[config.mk]
export PLATFORM = sky130hd
export DESIGN_NAME = fft_pease_output_serializer
export DESIGN_NICKNAME = d
export VERILOG_FILES = /design/src/rtl/fft_pease_pkg.sv /design/src/rtl/fft_helpers_FrameSlot.sv /design/src/rtl/fft_pease_output_serializer.sv
export SDC_FILE = /design/constraint.sdc
export NUM_CORES = 1
export LEC_CHECK = 0
export BUFFER_PORTS_ARGS = -buffer_cell sky130_fd_sc_hd__buf_2
export CELL_PAD_IN_SITES_DETAIL_PLACEMENT = 1
export CELL_PAD_IN_SITES_GLOBAL_PLACEMENT = 1
export CORE_MARGIN = 2
export CORE_UTILIZATION = 52
export DETAILED_ROUTE_END_ITERATION = 7
export PLACE_DENSITY_LB_ADDON = 0.25
export SYNTH_ARGS = -nofsm -noshare
export SYNTH_HDL_FRONTEND = slang
export SYNTH_SLANG_ARGS = --single-unit
[constraint.sdc]
create_clock -name clk -period 34.4 [get_ports clk]
set_input_delay 3.44 -clock clk [delete_from_list [all_inputs] [get_ports clk]]
set_output_delay 3.44 -clock clk [all_outputs]
set_load 0.02 [all_outputs]
[src/rtl/fft_pease_pkg.sv]
// Shared types for the Pease FFT frame serializer/deserializer pair:
// frame index width helper and the two-slot occupancy state.
package fft_pease_pkg;

    typedef enum logic [1:0] {
        EMPTY = 2'd0,
        ONE   = 2'd1,
        FULL  = 2'd2
    } occ_e;

    // Width of a bin index; clamped to 1 so a degenerate frame still has a legal vector.
    function automatic int frame_idx_w(input int n_samples);
        return (n_samples < 2) ? 1 : $clog2(n_samples);
    endfunction

endpackage

[src/rtl/fft_helpers_FrameSlot.sv]
// One frame buffer: loads a whole spectrum frame in a single cycle, reads one word by bin index.
module fft_helpers_FrameSlot
    import fft_pease_pkg::*;
#(
    parameter int BIT_WIDTH = 32,
    parameter int N_SAMPLES = 8,
    localparam int IDX_W    = frame_idx_w(N_SAMPLES)
) (
    input  logic                                clk,
    input  logic                                we_i,
    input  logic [N_SAMPLES-1:0][BIT_WIDTH-1:0] wr_frame_i,
    input  logic [IDX_W-1:0]                    rd_idx_i,
    output logic [BIT_WIDTH-1:0]                rd_word_o
);

    // Contents survive reset; the occupancy FSM decides whether they are live.
    logic [N_SAMPLES-1:0][BIT_WIDTH-1:0] frame_q;

    always_ff @(posedge clk) begin
        if (we_i) begin
            frame_q <= wr_frame_i;
        end
    end

    assign rd_word_o = frame_q[rd_idx_i];

endmodule

[src/rtl/fft_pease_output_serializer.sv]
// Ping-pong frame buffer that takes whole FFT spectra and streams them out one bin per beat,
// tagged with bin index and last-of-frame.
module fft_pease_output_serializer
    import fft_pease_pkg::*;
#(
    parameter int BIT_WIDTH     = 32,
    parameter int N_SAMPLES     = 8,
    parameter int HALF_SPECTRUM = 0,
    localparam int IDX_W        = frame_idx_w(N_SAMPLES)
) (
    input  logic                                clk,
    input  logic                                reset,
    input  logic [N_SAMPLES-1:0][BIT_WIDTH-1:0] recv_msg,
    input  logic                                recv_val,
    output logic                                recv_rdy,
    output logic [BIT_WIDTH-1:0]                send_msg,
    output logic [IDX_W-1:0]                    send_idx,
    output logic                                send_last,
    output logic                                send_val,
    input  logic                                send_rdy
);

    localparam int              N_OUT    = (HALF_SPECTRUM != 0) ? N_SAMPLES / 2 : N_SAMPLES;
    localparam logic [IDX_W-1:0] LAST_IDX = IDX_W'(N_OUT - 1);

    occ_e             state_q;
    logic             wr_sel_q;
    logic             rd_sel_q;
    logic [IDX_W-1:0] idx_q;
    logic             recv_rdy_q;
    logic             send_val_q;

    logic                 recv_fire;
    logic                 beat;
    logic                 at_last;
    logic                 last_beat;
    logic [1:0]           slot_we;
    logic [BIT_WIDTH-1:0] slot_word [2];

    assign recv_fire = recv_val && recv_rdy_q;
    assign beat      = send_val_q && send_rdy;
    assign at_last   = (idx_q == LAST_IDX);
    assign last_beat = beat && at_last;

    // Ping-pong guarantees slot[wr_sel] is never the slot being drained while occupied.
    for (genvar s = 0; s < 2; s++) begin : g_slot
        assign slot_we[s] = recv_fire && (wr_sel_q == 1'(s));

        fft_helpers_FrameSlot #(
            .BIT_WIDTH (BIT_WIDTH),
            .N_SAMPLES (N_SAMPLES)
        ) u_slot (
            .clk        (clk),
            .we_i       (slot_we[s]),
            .wr_frame_i (recv_msg),
            .rd_idx_i   (idx_q),
            .rd_word_o  (slot_word[s])
        );
    end

    // Handshake outputs are registered alongside the occupancy state, so neither
    // recv_rdy nor send_val has a combinational path from recv_val or send_rdy.
    always_ff @(posedge clk) begin
        if (!reset) begin
            state_q    <= EMPTY;
            wr_sel_q   <= 1'b0;
            rd_sel_q   <= 1'b0;
            idx_q      <= '0;
            recv_rdy_q <= 1'b1;
            send_val_q <= 1'b0;
        end else begin
            if (recv_fire) begin
                wr_sel_q <= ~wr_sel_q;
            end
            if (beat) begin
                idx_q <= at_last ? '0 : idx_q + IDX_W'(1);
            end
            if (last_beat) begin
                rd_sel_q <= ~rd_sel_q;
            end

            case (state_q)
                EMPTY: begin
                    if (recv_fire) begin
                        state_q    <= ONE;
                        recv_rdy_q <= 1'b1;
                        send_val_q <= 1'b1;
                    end
                end
                ONE: begin
                    // Accept on the same edge as the last beat keeps occupancy at one.
                    if (recv_fire && !last_beat) begin
                        state_q    <= FULL;
                        recv_rdy_q <= 1'b0;
                        send_val_q <= 1'b1;
                    end else if (!recv_fire && last_beat) begin
                        state_q    <= EMPTY;
                        recv_rdy_q <= 1'b1;
                        send_val_q <= 1'b0;
                    end
                end
                FULL: begin
                    if (last_beat) begin
                        state_q    <= ONE;
                        recv_rdy_q <= 1'b1;
                        send_val_q <= 1'b1;
                    end
                end
                default: begin
                    state_q    <= EMPTY;
                    recv_rdy_q <= 1'b1;
                    send_val_q <= 1'b0;
                end
            endcase
        end
    end

    assign recv_rdy  = recv_rdy_q;
    assign send_val  = send_val_q;
    assign send_idx  = idx_q;
    assign send_last = send_val_q && at_last;
    // Slots are not cleared on reset, so the word is forced to zero while idle.
    assign send_msg  = send_val_q ? slot_word[rd_sel_q] : '0;

endmodule

==> out/qor_table.md <==
| Step | Result | Reported |
| --- | --- | --- |
| clock tree | Number of resized instances in the post-cts repair step | 0 |
| place | Cell area reported after detailed placement | 22100 um^2 |
| setup path | Worst-path fanout max | 119 |
| run | Count of max-cap constraint violations | 0 |
| place | Final RePlAce weighted congestion | 0.779 |
| timing | Tmin final | 7.50 ns |
| setup path | Required arrival time at the worst endpoint | 30.96 ns |
| setup path | Slowest CP cell | sky130_fd_sc_hd__buf_4 |
| timing | Final worst-path cycle share | 21.8% |
| yosys | Net count of the mapped netlist | 1358 |
| clock tree | Cell at the root of the clock tree | sky130_fd_sc_hd__clkbuf_16 |
| yosys | Share of the synthesized area in compound gates (AO/OA/AOI/OAI) | 6.03% |
| place | Total half-perimeter wirelength after legalization and detailed placement | 31.4 mm |
| cells and area | Layout cell share with drive strength beyond 1 | 28.4% |
| clock tree | # clock sinks | 521 |
| clock tree | Hold_buf cts | 0 |
| grt | Global-route wire length before repair | 75.2 mm |
| setup path | Startpoint class of the critical path | register |
| setup path | Launch instance of the worst register-to-register path | send_idx[0] |
| grt | Via count of the first global-routing pass | 12400 |
| clock tree | Clock latency on the worst-skew pair | 0.59 ns |
| yosys | Async set-reset flop share out of synthesis | 0% |
| clock tree | H-tree levels | 2 |
| yosys | Syn Inst Count | 1095 |
| setup path | Critical path's largest stage delay | 0.93 ns |
| yosys | Seq/Total Area, Yosys | 76.3% |
| setup path | Cell chain of the critical path | buf_12 -> buf_4 -> mux2i_1 -> a22oi_1 -> nand2_1 -> o22ai_1 -> buf_2 |
| setup path | Endpoint class of the critical path | output pin |
| die | Starting density of the core | 52.7% |
| yosys | Portion of netlist area occupied by mux cells | 12.8% |
| yosys | Simple-gate share of the synthesized area | 1.80% |
| cells and area | Filler Cells Inserted | 3491 |
| worst hold path | Path category of the worst min-delay check | register to register |
| clock tree | Buffer levels on the longest clock path | 3 |
| yosys | Dominant synthesized flop cell | sky130_fd_sc_hd__edfxtp_1 |
| power and ir drop | Static power due to leakage | 0.00837 uW |
| setup path | Setup slack on the worst flop-to-flop path | 31.14 ns |
| yosys | Largest family of logic cells by synthesized area | multiplexers |
| clock tree | Number of CTS-inserted buffers | 54 |
| yosys | Post-synthesis sequential element count | 521 |
| cells and area | Final design instance area without fill | 23900 um^2 |
| grt | Overflow left after global routing | 0 |
| yosys | Post-synth EDFFs | 512 |
| cells and area | Post-layout util | 62.0% |
| clock tree | TritonCTS clock tree | built |
| yosys | Cell types occupying the most area after synthesis | sky130_fd_sc_hd__edfxtp_1 (75%), sky130_fd_sc_hd__mux2i_1 (12%), sky130_fd_sc_hd__a22oi_1 (4.1%) |
| timing | Final Hold Vio Count | 0 |
| clock tree | Clock transition at the registers of the reported paths | 0.06 ns |
| die | Top Ports | 298 |
| setup path | Critical path start-end classification | register to output pin |
| timing | Setup-violating endpoint count in the final report | 0 |
| timing | Sum Neg Setup Slack | 0 ns |
| timing | Worst relative slew slack | 29.4% |
| yosys | Area fraction of the dominant cell type after synthesis | 75.4% |
| setup path | Reg-to-reg critical path endpoint | recv_rdy |
| cells and area | Sequential cell area | 15600 um^2 |
| yosys | Post-synthesis average cell area | 18.6 um^2 |
| route | Post-detailed-route DRC marker count | 0 |
| timing | Fmax | 133 MHz |
| grt | Antenna violations before repair | 18 |
| grt | Maximum number of pins on one net before global-route repair | 165 |
| timing | Slew of the pin with the lowest slew margin | 1.06 ns |
| route | 1st-iter DRT viols | 716 |
| yosys | Synth cell types | 36 |
| place | Number of input and output port buffers inserted | 297 |
| die | Number of placement rows | 72 |
| die | Total core area | 38600 um^2 |
| route | Total wirelength of the detailed-routed design | 49.7 mm |
| yosys | Syn Std Cell Area | 20400 um^2 |
| yosys | Adder-Cell Fraction of Synth Area | 0.184% |
| die | Die boundary height | 202 um |
| die | Overall die area | 40800 um^2 |
| setup path | Data arrival time of the critical path | 4.06 ns |
| yosys | Synthesized-area fraction occupied by xor and xnor cells | 0.0430% |
| worst hold path | Hold wc startpoint | send_val |
| yosys | Most area-hungry cell type in the Yosys netlist | sky130_fd_sc_hd__edfxtp_1 |
| timing | Clock skew after layout | 0.0230 ns |
| power and ir drop | Worst-case vdd ir drop | 0.0000444 V |
| timing | RSZ-0062 raised after global routing | no |
| grt | All-Layer GR Usage | 24.6% |
| cells and area | Relative area change from synthesis to final layout | 17.5% |
| cells and area | Multi-input gate area | 4290 um^2 |
| setup path | Number of cells on the worst reg-to-reg path | 9 |
| die | DIE WIDTH | 202 um |
| worst hold path | Depth of the worst hold-timing path | 2 |
| timing | Number of slew-limit violations in the final report | 0 |
| clock tree | Setup Fix Bufs, Post-CTS | 0 |
| run status | Outcome | finished clean |
| route | DR pass1 iterations | 5 |
| power and ir drop | Power per Cell Area | 60.3 nW/um^2 |
| route | Avg Vias per Cell | 5.68 |
| route | Residual antenna-violating net count after detailed routing | 0 |
| cells and area | Total Nets Final | 1667 |
| yosys | Synth warn | 0 |
| route | Mean routed wirelength per cell | 25.1 um |
| worst hold path | Endpoint, Worst Hold | send_val |
| power and ir drop | Design Power | 1440 uW |
| route | Total number of vias | 11200 |
[critical path, delay by kind of cell (launching register included)]
family          cells  cell delay [ns]
simple gates        1             0.08
mux                 1             0.20
buf+inv             3             1.80
compound gates      2             0.50
flops               1             0.72
[per-stage QoR]
step / hold WS, ns / worst slack [ns] / cells
finish: 0.572 / 26.90 / 1979
global route: 0.610 / 26.56 / 1971
CTS: 0.571 / 26.85 / 1964
detailed placement: 0.556 / 27.51 / 1866
global placement: 0.546 / 27.59 / 1866
floorplan: 0.517 / 19.30 / 1095
[sequential cells by signal, indices dropped and copies added (netlist names)]
signal,count
wr_sel_q,1
send_idx,3
send_val,1
state_q,2
g_slot.u_slot.frame_q,512
rd_sel_q,1
recv_rdy,1
[power breakdown]
group / leakage [uW] / internal, uW / switching (uW)
clock: 0.000872 / 345 / 237
combinational: 0.00262 / 42.4 / 67.6
sequential: 0.00487 / 739 / 11.7
total: 0.00837 / 1130 / 317
[placed cells by master (no fill, tap or decap), types with 4 or more instances in the layout]
cell type                   count
sky130_fd_sc_hd__bufinv_16      6
sky130_fd_sc_hd__o22ai_1       24
sky130_fd_sc_hd__inv_1          4
sky130_fd_sc_hd__o21ai_0        4
sky130_fd_sc_hd__diode_2       15
sky130_fd_sc_hd__a221oi_1       5
sky130_fd_sc_hd__buf_4         14
sky130_fd_sc_hd__a22oi_1      112
sky130_fd_sc_hd__edfxtp_1     512
sky130_fd_sc_hd__nor2b_1        4
sky130_fd_sc_hd__o21ai_1       16
sky130_fd_sc_hd__mux4_2         6
sky130_fd_sc_hd__dfxtp_1        8
sky130_fd_sc_hd__clkbuf_16     57
sky130_fd_sc_hd__clkinv_1       8
sky130_fd_sc_hd__nand2_1       62
sky130_fd_sc_hd__clkinv_2      14
sky130_fd_sc_hd__mux2i_1      242
sky130_fd_sc_hd__buf_2        297
sky130_fd_sc_hd__clkbuf_1      11
[layer usage]
metal / share of wire (%) / global-route usage, % / wire [um]
met1: 39 / 30.3 / 19600
met4: 2.2 / 8.06 / 1100
met3: 6.3 / 5.64 / 3140
met5: 0.14 / 0 / 72
met2: 52 / 43.0 / 25800
[layout make-up]
| type | count | share of cell area [%] |
|---|---|---|
| Timing Repair Buffer | 313 | 6.81 |
| Multi-Input combinational cell | 510 | 17.9 |
| Clock buffer | 68 | 6.13 |
| Clock inverter | 30 | 1.24 |
| Sequential cell | 521 | 65.0 |
| Antenna cell | 15 | 0.157 |
| Inverter | 4 | 0.0627 |
| Tap cell | 518 | 2.71 |
[logic make-up (layout without fill, tap and decap cells)]
logic type,count (synthesis),after routing
flip-flops,521,521
multiplexers,250,250
AO/OA/AOI/OAI,171,171
AND/OR/NAND/NOR,85,85
buffers and inverters,64,415
adder cells (fa/ha/maj),3,3
XOR/XNOR,1,1
other,0,15
[worst max-delay path by stage]
stage	from	slack, ns	cells past startpoint	endpoint
after floorplan	recv_val	19.30	3	wr_sel_q
after global placement	send_idx[0]	27.59	7	send_msg[20]
final	send_idx[0]	26.90	7	send_msg[20]
after global routing	send_idx[0]	26.56	7	send_msg[28]
after CTS	send_idx[0]	26.85	7	send_msg[28]
after detailed placement	send_idx[0]	27.51	7	send_msg[28]
[cells in the mapped netlist (4+ instances only)]
library cell	instances
sky130_fd_sc_hd__nor2b_1	6
sky130_fd_sc_hd__buf_4	7
sky130_fd_sc_hd__edfxtp_1	512
sky130_fd_sc_hd__clkbuf_1	15
sky130_fd_sc_hd__a22oi_1	112
sky130_fd_sc_hd__dfxtp_1	9
sky130_fd_sc_hd__buf_2	15
sky130_fd_sc_hd__and2_1	4
sky130_fd_sc_hd__buf_6	4
sky130_fd_sc_hd__buf_12	13
sky130_fd_sc_hd__o21ai_0	4
sky130_fd_sc_hd__mux2i_1	242
sky130_fd_sc_hd__buf_8	4
sky130_fd_sc_hd__mux4_2	6
sky130_fd_sc_hd__inv_1	4
sky130_fd_sc_hd__nand2_1	63
sky130_fd_sc_hd__o21ai_1	16
sky130_fd_sc_hd__a221oi_1	5
sky130_fd_sc_hd__nor2_1	4
sky130_fd_sc_hd__o22ai_1	24
Power figures use the tool's default switching activity.
